### src/rtl/vram_writer_pkg.sv
// Shared GPU definitions for the VRAM writer: FSM state encoding, default widths,
// and the VRAM address width used when no parameters header has set it.
`ifndef VRAM_ADDR_WIDTH
`define VRAM_ADDR_WIDTH 14
`endif

package vram_writer_pkg;

    localparam int SRC_ADDR_WIDTH_DEFAULT = 16;
    localparam int LEN_WIDTH_DEFAULT      = 12;

    typedef enum logic [1:0] {
        ST_IDLE = 2'd0,
        ST_XFER = 2'd1,
        ST_DONE = 2'd2
    } state_t;

endpackage

### src/rtl/vram_writer_if.sv
// Source-read and VRAM-write buses of the VRAM writer.
// The writer is the master; CPU RAM plus the GPU VRAM port form the slave side.
interface vram_writer_if
    import vram_writer_pkg::*;
#(
    parameter int SRC_ADDR_WIDTH  = SRC_ADDR_WIDTH_DEFAULT,
    parameter int VRAM_ADDR_WIDTH = `VRAM_ADDR_WIDTH
);

    logic                       src_re;
    logic [SRC_ADDR_WIDTH-1:0]  src_addr;
    logic [7:0]                 src_data;
    logic [7:0]                 data;
    logic [VRAM_ADDR_WIDTH-1:0] address;
    logic                       vram_we;

    modport master (
        output src_re, src_addr, data, address, vram_we,
        input  src_data
    );

    modport slave (
        input  src_re, src_addr, data, address, vram_we,
        output src_data
    );

endinterface

### src/rtl/vram_writer.sv
// Copies a block of CPU RAM bytes into VRAM during GPU-writable windows.
// Optional VRAM_WRITER_FILL_EN adds a constant-fill mode (fill / fill_byte inputs).
`ifndef VRAM_ADDR_WIDTH
`define VRAM_ADDR_WIDTH 14
`endif

module vram_writer
    import vram_writer_pkg::*;
#(
    parameter int SRC_ADDR_WIDTH = SRC_ADDR_WIDTH_DEFAULT,
    parameter int LEN_WIDTH      = LEN_WIDTH_DEFAULT
) (
    input  logic                        clk,
    input  logic                        rst,
    input  logic                        writable,
    input  logic                        start,
    input  logic                        abort,
    input  logic [SRC_ADDR_WIDTH-1:0]   src_base,
    input  logic [`VRAM_ADDR_WIDTH-1:0] dst_base,
    input  logic [LEN_WIDTH-1:0]        length,
`ifdef VRAM_WRITER_FILL_EN
    input  logic                        fill,
    input  logic [7:0]                  fill_byte,
`endif
    output logic                        busy,
    output logic                        done,
    vram_writer_if.master               bus
);

    localparam int VAW = `VRAM_ADDR_WIDTH;

    state_t                    state_reg, state_next;
    logic                      accept_reg;
    logic [SRC_ADDR_WIDTH-1:0] src_ptr_reg;
    logic [VAW-1:0]            dst_ptr_reg;
    logic [LEN_WIDTH-1:0]      rd_left_reg;
    logic [LEN_WIDTH-1:0]      wr_left_reg;
    logic                      inflight_reg;
    logic                      hold_valid_reg;
    logic [7:0]                hold_data_reg;
    logic [7:0]                data_reg;
    logic [VAW-1:0]            address_reg;

    logic       start_ok;
    logic       rd_en;
    logic       wr_en;
    logic [7:0] wr_byte;
    logic       fill_mode;
    logic [7:0] fill_data;

    // A start is taken only when fully idle; the accept cycle registers the
    // request so parameters are stable before the FSM leaves IDLE.
    assign start_ok = start && !abort && (state_reg == ST_IDLE) && !accept_reg;

`ifdef VRAM_WRITER_FILL_EN
    logic       fill_reg;
    logic [7:0] fill_byte_reg;

    always_ff @(posedge clk) begin
        if (rst) begin
            fill_reg      <= 1'b0;
            fill_byte_reg <= 8'h00;
        end else if (start_ok) begin
            fill_reg      <= fill;
            fill_byte_reg <= fill_byte;
        end
    end

    assign fill_mode = fill_reg;
    assign fill_data = fill_byte_reg;
`else
    assign fill_mode = 1'b0;
    assign fill_data = 8'h00;
`endif

    always_ff @(posedge clk) begin
        if (rst) begin
            state_reg <= ST_IDLE;
        end else begin
            state_reg <= state_next;
        end
    end

    always_comb begin
        state_next = state_reg;
        rd_en      = 1'b0;
        wr_en      = 1'b0;
        wr_byte    = data_reg;
        case (state_reg)
            ST_IDLE: begin
                if (accept_reg) begin
                    state_next = (wr_left_reg == '0) ? ST_DONE : ST_XFER;
                end
            end
            ST_XFER: begin
                if (fill_mode) begin
                    wr_en   = writable && (wr_left_reg != '0);
                    wr_byte = fill_data;
                end else begin
                    // A held byte always drains before a new read is issued,
                    // so hold and in-flight never carry data together.
                    rd_en   = writable && (rd_left_reg != '0) && !hold_valid_reg;
                    wr_en   = writable && (hold_valid_reg || inflight_reg);
                    wr_byte = hold_valid_reg ? hold_data_reg : bus.src_data;
                end
                if (wr_en && (wr_left_reg == LEN_WIDTH'(1))) begin
                    state_next = ST_DONE;
                end
            end
            ST_DONE: begin
                state_next = ST_IDLE;
            end
            default: begin
                state_next = ST_IDLE;
            end
        endcase
        if (abort) begin
            state_next = ST_IDLE;
        end
    end

    always_ff @(posedge clk) begin
        if (rst) begin
            accept_reg     <= 1'b0;
            src_ptr_reg    <= '0;
            dst_ptr_reg    <= '0;
            rd_left_reg    <= '0;
            wr_left_reg    <= '0;
            inflight_reg   <= 1'b0;
            hold_valid_reg <= 1'b0;
            hold_data_reg  <= 8'h00;
            data_reg       <= 8'h00;
            address_reg    <= '0;
        end else if (abort) begin
            accept_reg     <= 1'b0;
            inflight_reg   <= 1'b0;
            hold_valid_reg <= 1'b0;
        end else begin
            accept_reg   <= start_ok;
            inflight_reg <= rd_en;
            if (start_ok) begin
                src_ptr_reg <= src_base;
                dst_ptr_reg <= dst_base;
                rd_left_reg <= length;
                wr_left_reg <= length;
            end
            if (rd_en) begin
                src_ptr_reg <= src_ptr_reg + SRC_ADDR_WIDTH'(1);
                rd_left_reg <= rd_left_reg - LEN_WIDTH'(1);
            end
            if (wr_en) begin
                dst_ptr_reg <= dst_ptr_reg + VAW'(1);
                wr_left_reg <= wr_left_reg - LEN_WIDTH'(1);
                data_reg    <= wr_byte;
                address_reg <= dst_ptr_reg;
            end
            if (inflight_reg && !writable) begin
                hold_valid_reg <= 1'b1;
                hold_data_reg  <= bus.src_data;
            end else if (hold_valid_reg && wr_en) begin
                hold_valid_reg <= 1'b0;
            end
        end
    end

    assign bus.src_re   = rd_en;
    assign bus.src_addr = src_ptr_reg;
    assign bus.vram_we  = wr_en;
    assign bus.data     = wr_en ? wr_byte : data_reg;
    assign bus.address  = wr_en ? dst_ptr_reg : address_reg;
    assign busy         = accept_reg || (state_reg != ST_IDLE);
    assign done         = (state_reg == ST_DONE);

endmodule

### src/flat_wrapper.sv
// flat-port wrapper written by rule: the top's interface ports become plain ports
module vram_writer_flat import vram_writer_pkg::*;
#(
    parameter int SRC_ADDR_WIDTH = SRC_ADDR_WIDTH_DEFAULT,
    parameter int LEN_WIDTH      = LEN_WIDTH_DEFAULT
)
  (clk, rst, writable, start, abort, src_base, dst_base, length, busy, done, bus_src_re, bus_src_addr, bus_data, bus_address, bus_vram_we, bus_src_data);
  vram_writer_if #(.SRC_ADDR_WIDTH(SRC_ADDR_WIDTH), .VRAM_ADDR_WIDTH((`VRAM_ADDR_WIDTH))) bus_i ();
  input  logic clk;
  input  logic rst;
  input  logic writable;
  input  logic start;
  input  logic abort;
  input  logic [SRC_ADDR_WIDTH-1:0] src_base;
  input  logic [`VRAM_ADDR_WIDTH-1:0] dst_base;
  input  logic [LEN_WIDTH-1:0] length;
  output logic busy;
  output logic done;
  output wire logic [$bits(bus_i.src_re)-1:0] bus_src_re;
  output wire logic [$bits(bus_i.src_addr)-1:0] bus_src_addr;
  output wire logic [$bits(bus_i.data)-1:0] bus_data;
  output wire logic [$bits(bus_i.address)-1:0] bus_address;
  output wire logic [$bits(bus_i.vram_we)-1:0] bus_vram_we;
  input wire logic [$bits(bus_i.src_data)-1:0] bus_src_data;
  assign bus_src_re = bus_i.src_re;
  assign bus_src_addr = bus_i.src_addr;
  assign bus_data = bus_i.data;
  assign bus_address = bus_i.address;
  assign bus_vram_we = bus_i.vram_we;
  assign bus_i.src_data = bus_src_data;
  vram_writer #(.SRC_ADDR_WIDTH(SRC_ADDR_WIDTH), .LEN_WIDTH(LEN_WIDTH)) u_core (.clk(clk), .rst(rst), .writable(writable), .start(start), .abort(abort), .src_base(src_base), .dst_base(dst_base), .length(length), .busy(busy), .done(done), .bus(bus_i));
endmodule
### config.mk
export PLATFORM = sky130hd
export DESIGN_NAME = vram_writer_flat
export DESIGN_NICKNAME = d
export VERILOG_FILES = /design/src/rtl/vram_writer_pkg.sv /design/src/rtl/vram_writer_if.sv /design/src/rtl/vram_writer.sv /design/src/flat_wrapper.sv
export SDC_FILE = /design/constraint.sdc
export NUM_CORES = 1
export LEC_CHECK = 0
export CORE_ASPECT_RATIO = 0.8
export CORE_MARGIN = 3
export CORE_UTILIZATION = 56
export CTS_CLUSTER_SIZE = 28
export DETAILED_ROUTE_END_ITERATION = 8
export GPL_TIMING_DRIVEN = 0
export PLACE_DENSITY = 0.89
export SLEW_MARGIN = 20
export SYNTH_ARGS = -nofsm -noshare
export SYNTH_HDL_FRONTEND = slang
export SYNTH_SLANG_ARGS = --single-unit
export TNS_END_PERCENT = 1
### constraint.sdc
create_clock -name clk -period 3.2 [get_ports clk]
set_input_delay 0.48 -clock clk [delete_from_list [all_inputs] [get_ports clk]]
set_output_delay 0.48 -clock clk [all_outputs]
set_load 0.005 [all_outputs]
==> flow_metrics.py <==
metrics = {
    "run_status": {
        "run_status": "finished, final reports clean",
    },
    "power": {
        "comb_power_share": 0.157,
        "clock_power_share": 0.351,
        "power.switching_w": 0.000666,
        "p_seq_frac": 0.491,
        "ir_worst_vdd_mv": 0.260,
        "pwr_density_cell_nw_per_um2": 389,
        "p_leak_nw": 2.29,
        "swShare": 0.273,
        "internal_power_w": 0.00178,
    },
    "grt": {
        "first_global_vias": 5159,
        "grt_max_degree": 14,
        "grtUsageMet3": 0.0864,
        "gr-total-overflow": 0,
        "busiest_layer": "met2",
        "grt_pass1_wl_mm": 26.6,
        "gr-usage-met2": 0.536,
        "use_met1": 0.460,
        "grt_use_total": 0.337,
        "antenna_found_initial": 0,
    },
    "timing": {
        "holdWs_ns": 0.465,
        "max_freq_mhz": 326,
        "max_slew_margin": 0.345,
        "finalSetupViolations": 0,
        "period_share": 0.960,
        "clock_skew_ns": 0.0126,
        "tightestPinTransition_ns": 0.974,
        "rsz0062_at_grt": "no",
        "fin_crit_ns": 3.07,
        "drv_slew": 0,
        "final_hold_viol_count": 0,
    },
    "worst_setup_path": {
        "start_kind": "flip-flop",
        "critPathCaptureType": "primary output",
        "worstSetupPathType": "reg2out",
        "worstPathArrival_ns": 2.59,
        "critPathMaxFanout": 10,
        "worstPathRequired_ns": 2.72,
    },
    "finish": {
        "mostFrequentLayoutCell": "a21oi_1",
        "layout_common_cells": "a21oi_1 (93), nand2_1 (90), clkdlybuf4s50_1 (89), dfxtp_1 (89), nor2_1 (51)",
        "finalNonFillerCells": 865,
        "nNetsFinal": 814,
        "drive_above_1_share": 0.0727,
        "area_growth_pct": 28.4,
        "fin_util": 0.766,
        "num_antenna_cells": 0,
        "largest_reg_flops": 16,
    },
    "die": {
        "ioPinCount": 97,
        "core_um2": 8200,
        "floorplan.initialDensity": 0.597,
        "rows": 29,
        "dieWidth_um": 111,
        "die_y_um": 89.6,
        "dieArea_um2": 9900,
    },
    "clock_tree": {
        "clock_sinks": 89,
        "cts_tree": "built",
        "clkLatencyLatePin_ns": 0.38,
        "cts.hold.buffers_added": 0,
        "clk_pin_slew_ns": 0.08,
        "cts.htree.levels": 3,
        "clock-root-buffer": "clkbuf_8",
        "cts_buffers": 9,
        "cts_buffer_depth": 2,
    },
    "synth": {
        "synth_warnings": 0,
        "synth_adder_area_share": 0.0153,
        "synth_cell_types": 60,
        "synth_area_um2": 4890,
        "synth-edff-count": 0,
        "synth_top_family_by_area": "compound AO/OA/AOI/OAI gates",
        "synthSimpleGateAreaFrac": 0.241,
        "ys_seq_elements": 89,
        "synth-xor-area-share": 0.00716,
        "syn_inst": 644,
        "avgSynthCellArea_um2": 7.60,
        "syn_nets": 705,
        "async_flop_share": 0,
        "seq_area_frac_synth": 0.364,
        "synth-compound-area-share": 0.261,
        "synth_flop_cell": "dfxtp_1",
        "synthMuxAreaShare": 0.0580,
    },
    "drt": {
        "post-route-drc-count": 0,
        "dr.pass1.iters": 6,
        "postRouteAntennaNets": 0,
        "wl_per_cell_um": 19.7,
        "via_count": 5670,
        "wl_mm": 17.1,
        "vias_per_cell": 6.55,
        "first_iter_violations": 763,
    },
    "flow_run": {
        "maxCapViolCount": 0,
    },
    "placement": {
        "dpl.hpwl_mm": 12.5,
        "port_buffers": 96,
        "place_inst": 848,
        "gp_congestion": 0.962,
    },
    "hold_path": {
        "worstHoldPathType": "reg2reg",
    },
}
-- power by group through the flow --
stage | registers (W) | clock network (W) | logic [W]
2_1_floorplan | 0.00121 | 0 | 0.000203
3_3_place_gp | 0.00122 | 0 | 0.000359
3_5_place_dp | 0.00122 | 0 | 0.000370
4_1_cts | 0.00120 | 0.000845 | 0.000374
5_1_grt | 0.00121 | 0.000891 | 0.000415
6_report | 0.00120 | 0.000859 | 0.000385
-- logic make-up (layout without fill, tap and decap cells) --
logic type      Yosys count  after routing
simple gates            246            246
compound gates          207            207
flops                    89             89
buf+inv                  65            178
mux                      27             27
fa+ha+maj                 6              6
xor+xnor                  4              4
-- stage by stage --
step	instance area, µm²	setup TNS (ns)	setup slack (ns)	total power (W)
final	6280	0	0.129	0.00244
after global placement	5990	-6.79	-0.642	0.00158
after detailed placement	5990	-7.36	-0.662	0.00159
after floorplan	4890	0	0.971	0.00141
after CTS	6250	0	0.000224	0.00242
after global routing	6280	0	0.0550	0.00251
-- layout make-up --
class | count | area (µm²)
Buffer | 41 | 204
Clock buffer | 12 | 145
Clock inverter | 3 | 65.1
Fill cell | 626 | 1920
Inverter | 23 | 88.8
Multi-Input combinational cell | 490 | 2860
Sequential cell | 89 | 1780
Tap cell | 108 | 135
Timing Repair Buffer | 99 | 1000
-- synth_stat cells, types with 8 or more instances --
| master | number | area [µm²] |
|---|---|---|
| a21oi_1 | 93 | 465 |
| o21ai_1 | 10 | 50.1 |
| dfxtp_1 | 89 | 1780 |
| nand3_1 | 16 | 80.1 |
| clkbuf_1 | 26 | 97.6 |
| nor2_1 | 51 | 191 |
| buf_2 | 12 | 60.1 |
| mux2i_1 | 16 | 160 |
| nor4_1 | 9 | 56.3 |
| nor3_1 | 24 | 120 |
| mux2_2 | 11 | 124 |
| o21ai_0 | 33 | 165 |
| nand2_1 | 90 | 338 |
| nand4_1 | 12 | 75.1 |
| inv_1 | 20 | 75.1 |
| and2_1 | 12 | 75.1 |
| o32ai_1 | 11 | 96.3 |
| a211o_1 | 8 | 70.1 |
-- per-layer routing --
metal | routed length (µm) | part of all wire
met1 | 6970 | 0.41
met2 | 7590 | 0.44
met3 | 2080 | 0.12
met4 | 421 | 0.025
met5 | 0 | 0
-- worst max-delay path, stage by stage (launching register included) --
cell	delay [ns]
dfxtp_1	0.45
o211ai_1	0.24
or2_2	0.33
buf_4	0.19
buf_4	0.20
buf_4	0.20
nand2_1	0.10
nand2_1	0.06
clkdlybuf4s50_1	0.45
-- repair_timing --
item | 4_1_cts | 5_1_grt
pin swaps | 2 | 0
gates resized for setup | 16 | 14
endpoints found under the setup margin | 21 | 21
hold endpoints to repair | 0 | 0
buffers inserted | 2 | 1
-- path summary, 6_finish.rpt --
check | end | cells past startpoint | slack (ns) | start
max | bus_address[9] | 8 | 0.13 | u_core.state_reg[0]$_SDFFE_PP0P_
min | u_core.address_reg[1]$_SDFFE_PP0N_ | 2 | 0.47 | u_core.address_reg[1]$_SDFFE_PP0N_
max reg2reg | u_core.wr_left_reg[4]$_SDFFE_PP0P_ | 8 | 0.50 | u_core.state_reg[1]$_SDFFE_PP0P_
min reg2reg | u_core.address_reg[1]$_SDFFE_PP0N_ | 2 | 0.47 | u_core.address_reg[1]$_SDFFE_PP0N_
(Power assumes the default switching activity.)
